### config.mk
export PLATFORM = sky130hd
export DESIGN_NAME = counter_modn_ud_flat
export DESIGN_NICKNAME = d
export VERILOG_FILES = /design/src/rtl/counter_modn_ud_if.sv /design/src/rtl/counter_modn_ud.sv /design/src/flat_wrapper.sv
export SDC_FILE = /design/constraint.sdc
export NUM_CORES = 1
export LEC_CHECK = 0
export CAP_MARGIN = 15
export CORE_AREA = 4 4 41 43
export CTS_BUF_LIST = sky130_fd_sc_hd__clkbuf_4
export CTS_CLUSTER_SIZE = 30
export DETAILED_ROUTE_END_ITERATION = 10
export DIE_AREA = 0 0 45 47
export HOLD_SLACK_MARGIN = 0.05
export PLACE_DENSITY = 0.67
export SETUP_SLACK_MARGIN = 0.2
export SYNTH_ARGS = -nofsm -noshare
export SYNTH_HDL_FRONTEND = slang
export SYNTH_SLANG_ARGS = --single-unit
### constraint.sdc
create_clock -name clk -period 1.1 [get_ports clk]
set_clock_uncertainty 0.1 [all_clocks]
set_input_delay 0.11 -clock clk [delete_from_list [all_inputs] [get_ports clk]]
set_output_delay 0.11 -clock clk [all_outputs]
set_load 0.02 [all_outputs]
### src/rtl/counter_modn_ud_if.sv
// Control and status bundle for counter_modn_ud.
// The master side drives the count controls; the slave side (the counter) returns count and flags.
interface counter_modn_ud_if #(
  parameter int WIDTH = 4
);
  logic             enable;
  logic             up_down;
  logic             load;
  logic [WIDTH-1:0] load_value;
  logic             clr_flag;
  logic [WIDTH-1:0] count;
  logic             carry_out;
  logic             borrow_out;
  logic             wrapped;

  modport master (
    output enable, up_down, load, load_value, clr_flag,
    input  count, carry_out, borrow_out, wrapped
  );

  modport slave (
    input  enable, up_down, load, load_value, clr_flag,
    output count, carry_out, borrow_out, wrapped
  );
endinterface

### src/rtl/counter_modn_ud.sv
// Mod-N up/down counter with sticky wrap flag; clamped parallel load only when COUNTER_MODN_UD_LOAD_EN is defined.
// All outputs registered (one-edge latency); no backpressure, every enabled edge takes a step.
module counter_modn_ud #(
  parameter int WIDTH   = 4,
  parameter int MODULUS = 10
) (
  input  logic             clk,
  input  logic             Reset,
  counter_modn_ud_if.slave bus
);

  localparam logic [WIDTH-1:0] TOP = WIDTH'(MODULUS - 1);

  logic [WIDTH-1:0] count_q, count_d;
  logic             carry_q, carry_d;
  logic             borrow_q, borrow_d;
  logic             wrapped_q, wrapped_d;

`ifdef COUNTER_MODN_UD_LOAD_EN
  // Compare one bit wider so MODULUS = 2^WIDTH never clamps.
  localparam logic [WIDTH:0] MOD_EXT = (WIDTH + 1)'(MODULUS);
  logic [WIDTH-1:0] load_clamped;
  assign load_clamped = ({1'b0, bus.load_value} >= MOD_EXT) ? TOP : bus.load_value;
`else
  logic load_unused;
  assign load_unused = ^{bus.load, bus.load_value};
`endif

  always_comb begin
    count_d   = count_q;
    carry_d   = 1'b0;
    borrow_d  = 1'b0;
    wrapped_d = wrapped_q;
    if (bus.clr_flag) begin
      wrapped_d = 1'b0;
    end
`ifdef COUNTER_MODN_UD_LOAD_EN
    if (bus.load) begin
      count_d = load_clamped;
    end else if (bus.enable) begin
`else
    if (bus.enable) begin
`endif
      if (bus.up_down) begin
        if (count_q == TOP) begin
          count_d   = '0;
          carry_d   = 1'b1;
          wrapped_d = 1'b1;
        end else begin
          count_d = count_q + WIDTH'(1);
        end
      end else begin
        if (count_q == '0) begin
          count_d   = TOP;
          borrow_d  = 1'b1;
          wrapped_d = 1'b1;
        end else begin
          count_d = count_q - WIDTH'(1);
        end
      end
    end
  end

  always_ff @(posedge clk) begin
    if (Reset) begin
      count_q   <= '0;
      carry_q   <= 1'b0;
      borrow_q  <= 1'b0;
      wrapped_q <= 1'b0;
    end else begin
      count_q   <= count_d;
      carry_q   <= carry_d;
      borrow_q  <= borrow_d;
      wrapped_q <= wrapped_d;
    end
  end

  assign bus.count      = count_q;
  assign bus.carry_out  = carry_q;
  assign bus.borrow_out = borrow_q;
  assign bus.wrapped    = wrapped_q;

endmodule
### src/flat_wrapper.sv
// flat-port wrapper written by rule: the top's interface ports become plain ports
module counter_modn_ud_flat 
#(
  parameter int WIDTH   = 4,
  parameter int MODULUS = 10
)
  (clk, Reset, bus_enable, bus_up_down, bus_load, bus_load_value, bus_clr_flag, bus_count, bus_carry_out, bus_borrow_out, bus_wrapped);
  counter_modn_ud_if #(.WIDTH(WIDTH)) bus_i ();
  input  logic clk;
  input  logic Reset;
  input wire logic [$bits(bus_i.enable)-1:0] bus_enable;
  input wire logic [$bits(bus_i.up_down)-1:0] bus_up_down;
  input wire logic [$bits(bus_i.load)-1:0] bus_load;
  input wire logic [$bits(bus_i.load_value)-1:0] bus_load_value;
  input wire logic [$bits(bus_i.clr_flag)-1:0] bus_clr_flag;
  output wire logic [$bits(bus_i.count)-1:0] bus_count;
  output wire logic [$bits(bus_i.carry_out)-1:0] bus_carry_out;
  output wire logic [$bits(bus_i.borrow_out)-1:0] bus_borrow_out;
  output wire logic [$bits(bus_i.wrapped)-1:0] bus_wrapped;
  assign bus_i.enable = bus_enable;
  assign bus_i.up_down = bus_up_down;
  assign bus_i.load = bus_load;
  assign bus_i.load_value = bus_load_value;
  assign bus_i.clr_flag = bus_clr_flag;
  assign bus_count = bus_i.count;
  assign bus_carry_out = bus_i.carry_out;
  assign bus_borrow_out = bus_i.borrow_out;
  assign bus_wrapped = bus_i.wrapped;
  counter_modn_ud #(.WIDTH(WIDTH), .MODULUS(MODULUS)) u_core (.clk(clk), .Reset(Reset), .bus(bus_i));
endmodule
==> impl_metrics.prom <==
# TYPE chip_impl_metric gauge
chip_impl_info{name="run_status",value="finished with violations"} 1
chip_impl_info{name="violations",value="setup timing"} 1
chip_impl_metric{name="remaining_drc_errors",unit=""} 0
chip_impl_metric{name="rr_worst_depth",unit=""} 4
chip_impl_metric{name="placedInstanceArea",unit="µm²"} 599
chip_impl_metric{name="synth_fp_nets",unit=""} 58
chip_impl_info{name="most-common-layout-cells",value="8 x sky130_fd_sc_hd__buf_4, 7 x sky130_fd_sc_hd__buf_6, 5 x sky130_fd_sc_hd__dfxtp_2"} 1
chip_impl_metric{name="floorplan.rows",unit=""} 13
chip_impl_metric{name="stage_delay_of_the_slowest_cell_on_the_critical_path",unit="ps"} 370
chip_impl_metric{name="grt_antenna_before_repair",unit=""} 0
chip_impl_info{name="regToRegEndpoint",value="u_core.bus.wrapped"} 1
chip_impl_metric{name="area_enclosed_by_the_die_boundary",unit="µm²"} 2120
chip_impl_metric{name="routed_wire_per_std_cell",unit="µm"} 12.1
chip_impl_metric{name="cp_data_required_time",unit="ps"} 1130
chip_impl_metric{name="layout_min_cycle_time",unit="ps"} 1120
chip_impl_metric{name="cts.sink_count",unit=""} 7
chip_impl_metric{name="clock_path_buffers",unit=""} 2
chip_impl_metric{name="die_height",unit="µm"} 47
chip_impl_metric{name="grt-ovfl-total",unit=""} 0
chip_impl_metric{name="htreeDepth",unit=""} 1
chip_impl_metric{name="hold-worst-slack",unit="ps"} 272
chip_impl_metric{name="final_critical_path_setup_slack",unit="ps"} -23.6
chip_impl_metric{name="floorplan.initialDensity",unit="%"} 31.8
chip_impl_metric{name="synth_sequential_area_ratio",unit="%"} 33.8
chip_impl_info{name="synthFlopType",value="sky130_fd_sc_hd__dfxtp_1"} 1
chip_impl_info{name="unrepaired_setup_endpoints_after_global_routing",value="yes"} 1
chip_impl_metric{name="crit_fanout",unit=""} 9
chip_impl_metric{name="syn_area",unit="µm²"} 414
chip_impl_metric{name="starting_drt_drc_count",unit=""} 15
chip_impl_metric{name="max-vdd-ir-drop",unit="V"} 0.000761
chip_impl_metric{name="synth_seq_cells",unit=""} 7
chip_impl_metric{name="drt-pass1-iter-count",unit=""} 4
chip_impl_info{name="most_common_cell_after_layout_fill_and_taps_aside",value="sky130_fd_sc_hd__buf_4"} 1
chip_impl_info{name="worstPathCellList",value="buf_4, and2_1, a21oi_1, o32ai_2"} 1
chip_impl_metric{name="grt_first_pass_wirelength",unit="µm"} 1710
chip_impl_info{name="cp-end-kind",value="flip-flop"} 1
chip_impl_metric{name="placement.io_buffers",unit=""} 11
chip_impl_metric{name="synthDistinctLibCells",unit=""} 28
chip_impl_metric{name="post_synth.cell_area_avg",unit="µm²"} 8.63
chip_impl_info{name="cp-endpoint",value="u_core.bus.wrapped"} 1
chip_impl_metric{name="finalCritPeriodShare",unit="%"} 102
chip_impl_metric{name="number_of_global_route_vias_before_repair",unit=""} 393
chip_impl_metric{name="max_freq",unit="MHz"} 890
chip_impl_info{name="cpMaxStageDelayCell",value="sky130_fd_sc_hd__dfxtp_4"} 1
chip_impl_metric{name="hold_viol_final",unit=""} 0
chip_impl_metric{name="async_flop_share",unit="%"} 0
chip_impl_info{name="worstHoldPathType",value="in2reg"} 1
chip_impl_metric{name="max-slew-margin-rel",unit="%"} 83.1
chip_impl_metric{name="numCtsBuffers",unit=""} 3
chip_impl_metric{name="design_area",unit="µm²"} 671
chip_impl_metric{name="yosys_warnings",unit=""} 0
chip_impl_metric{name="dp_worst_setup_slack",unit="ps"} -297
chip_impl_metric{name="grt_max_degree",unit=""} 10
chip_impl_metric{name="gpl.final_weighted_congestion",unit=""} 0.789
chip_impl_metric{name="drt_wl_total",unit="µm"} 1020
chip_impl_metric{name="num_io_pins",unit=""} 17
chip_impl_metric{name="synth_edf_count",unit=""} 0
chip_impl_metric{name="chipWidth",unit="µm"} 45
chip_impl_metric{name="flow.area_growth_from_synthesis",unit="%"} 61.9
chip_impl_metric{name="post_synth_inst_count",unit=""} 48
chip_impl_metric{name="hpwl",unit="µm"} 699
chip_impl_metric{name="global_route.usage.total",unit="%"} 11.7
chip_impl_metric{name="setup-tns-final",unit="ps"} -35.5
chip_impl_metric{name="final_util",unit="%"} 51.5
chip_impl_metric{name="reg2reg_setup_slack",unit="ps"} -20
chip_impl_metric{name="path_clk_slew",unit="ps"} 60
chip_impl_metric{name="antenna_cells_inserted",unit=""} 0
chip_impl_metric{name="vias",unit=""} 429
chip_impl_metric{name="clk_latency",unit="ps"} 260
chip_impl_metric{name="coreArea",unit="µm²"} 1300
chip_impl_metric{name="ratio_of_cells_with_drive_above_1_in_the_final_layout",unit="%"} 52.2
chip_impl_metric{name="max-cap-violations",unit=""} 0
chip_impl_metric{name="vias_per_cell",unit=""} 5.11
chip_impl_metric{name="finalMaxSlewViolations",unit=""} 0
chip_impl_metric{name="count_of_antenna_violating_nets_left_after_detailed_routing",unit=""} 0
chip_impl_info{name="startpoint_to_endpoint_class_of_the_critical_path",value="reg2reg"} 1
chip_impl_info{name="cts.root.buffer_cell",value="sky130_fd_sc_hd__clkbuf_4"} 1
chip_impl_metric{name="holdBufCountCts",unit=""} 0
chip_impl_metric{name="power_density",unit="nW/µm²"} 1230
chip_impl_info{name="startpoint_of_the_worst_slack_reg_to_reg_timing_path",value="u_core.bus.count[0]"} 1
chip_impl_metric{name="tightestPinTransition",unit="ps"} 250
chip_impl_metric{name="setup_viol",unit=""} 2
chip_impl_info{name="tritoncts",value="done"} 1
chip_impl_metric{name="power_leakage",unit="µW"} 0.000282
chip_impl_metric{name="timing.critical_path.arrival",unit="ps"} 1150
chip_impl_info{name="cp-startpoint",value="u_core.bus.count[0]"} 1
chip_impl_metric{name="layout.nets",unit=""} 80
chip_impl_info{name="start_kind",value="flip-flop"} 1
## state kept, by name, summed over array words and instances (netlist names)
register / cells
u_core.bus.wrapped: 1
u_core.bus.count: 4
u_core.bus.borrow_out: 1
u_core.bus.carry_out: 1
## area by class of cell
type                            count  area, µm²
Clock buffer                        4       30.0
Fill cell                         118        631
Inverter                            3       11.3
Multi-Input combinational cell     34        274
Sequential cell                     7        150
Tap cell                           15       18.8
Timing Repair Buffer               21        186
## synthesized netlist by cell type, types with 2 or more instances
cell	n	area (µm²)
sky130_fd_sc_hd__xnor2_1	2	17.5
sky130_fd_sc_hd__a21oi_1	2	10.0
sky130_fd_sc_hd__nor2b_1	5	31.3
sky130_fd_sc_hd__buf_2	2	10.0
sky130_fd_sc_hd__nand2_1	2	7.51
sky130_fd_sc_hd__buf_6	2	22.5
sky130_fd_sc_hd__nor2_1	3	11.3
sky130_fd_sc_hd__inv_1	3	11.3
sky130_fd_sc_hd__nor3_2	2	20.0
sky130_fd_sc_hd__dfxtp_1	7	140
## logic make-up after synthesis
| family | share of synthesized area [%] |
|---|---|
| AO/OA/AOI/OAI | 22.7 |
| multiplexers | 2.42 |
| flip-flops | 33.8 |
| buffers and inverters | 10.6 |
| XOR/XNOR | 4.23 |
| AND/OR/NAND/NOR | 26.3 |
## worst min-delay path by stage
| stage | cells past startpoint | end | slack, ps | startpoint |
|---|---|---|---|---|
| after floorplan | 1 | u_core.bus.count[0] | 70 | Reset |
| after global placement | 2 | u_core.bus.wrapped | 370 | u_core.bus.wrapped |
| after detailed placement | 2 | u_core.bus.wrapped | 370 | u_core.bus.wrapped |
| after CTS | 3 | u_core.bus.count[1] | 260 | bus_enable |
| after global routing | 3 | u_core.bus.count[1] | 320 | bus_enable |
| final | 3 | u_core.bus.count[1] | 270 | bus_enable |
## through the flow
| step | total power [µW] | std cells |
|---|---|---|
| 2_1_floorplan | 440 | 48 |
| 3_3_place_gp | 533 | 80 |
| 3_5_place_dp | 533 | 80 |
| 4_1_cts | 813 | 84 |
| 5_1_grt | 875 | 84 |
| 6_report | 825 | 84 |
## where the power goes
part | total (µW) | internal, µW | switching [µW]
sequential | 300 | 276 | 24.2
clock | 269 | 164 | 105
combinational | 256 | 136 | 120
total | 825 | 576 | 249
## timing repair
item	4_1_cts	5_1_grt
endpoints found under the setup margin	14	14
resized for setup	46	5
hold endpoints to repair	0	0
pin swaps	2	2
buffers inserted	0	0
## worst max-delay path: cells and delay by family (launching register included)
family                 cells  cell delay (ps)
DFF                        1              370
AOI/OAI and AO/OA          2              240
buffers and inverters      1              150
and+or+nand+nor            1              140
## layer usage
metal  track usage (%)  vias up  routed length [µm]
li1                  -      214                   -
met1              14.0      195                 399
met2              16.9       18                 527
met3              5.75        2                  73
met4              7.02        0                  17
met5                 0        -                   0
No activity file was read; power rests on OpenSTA's default activity.
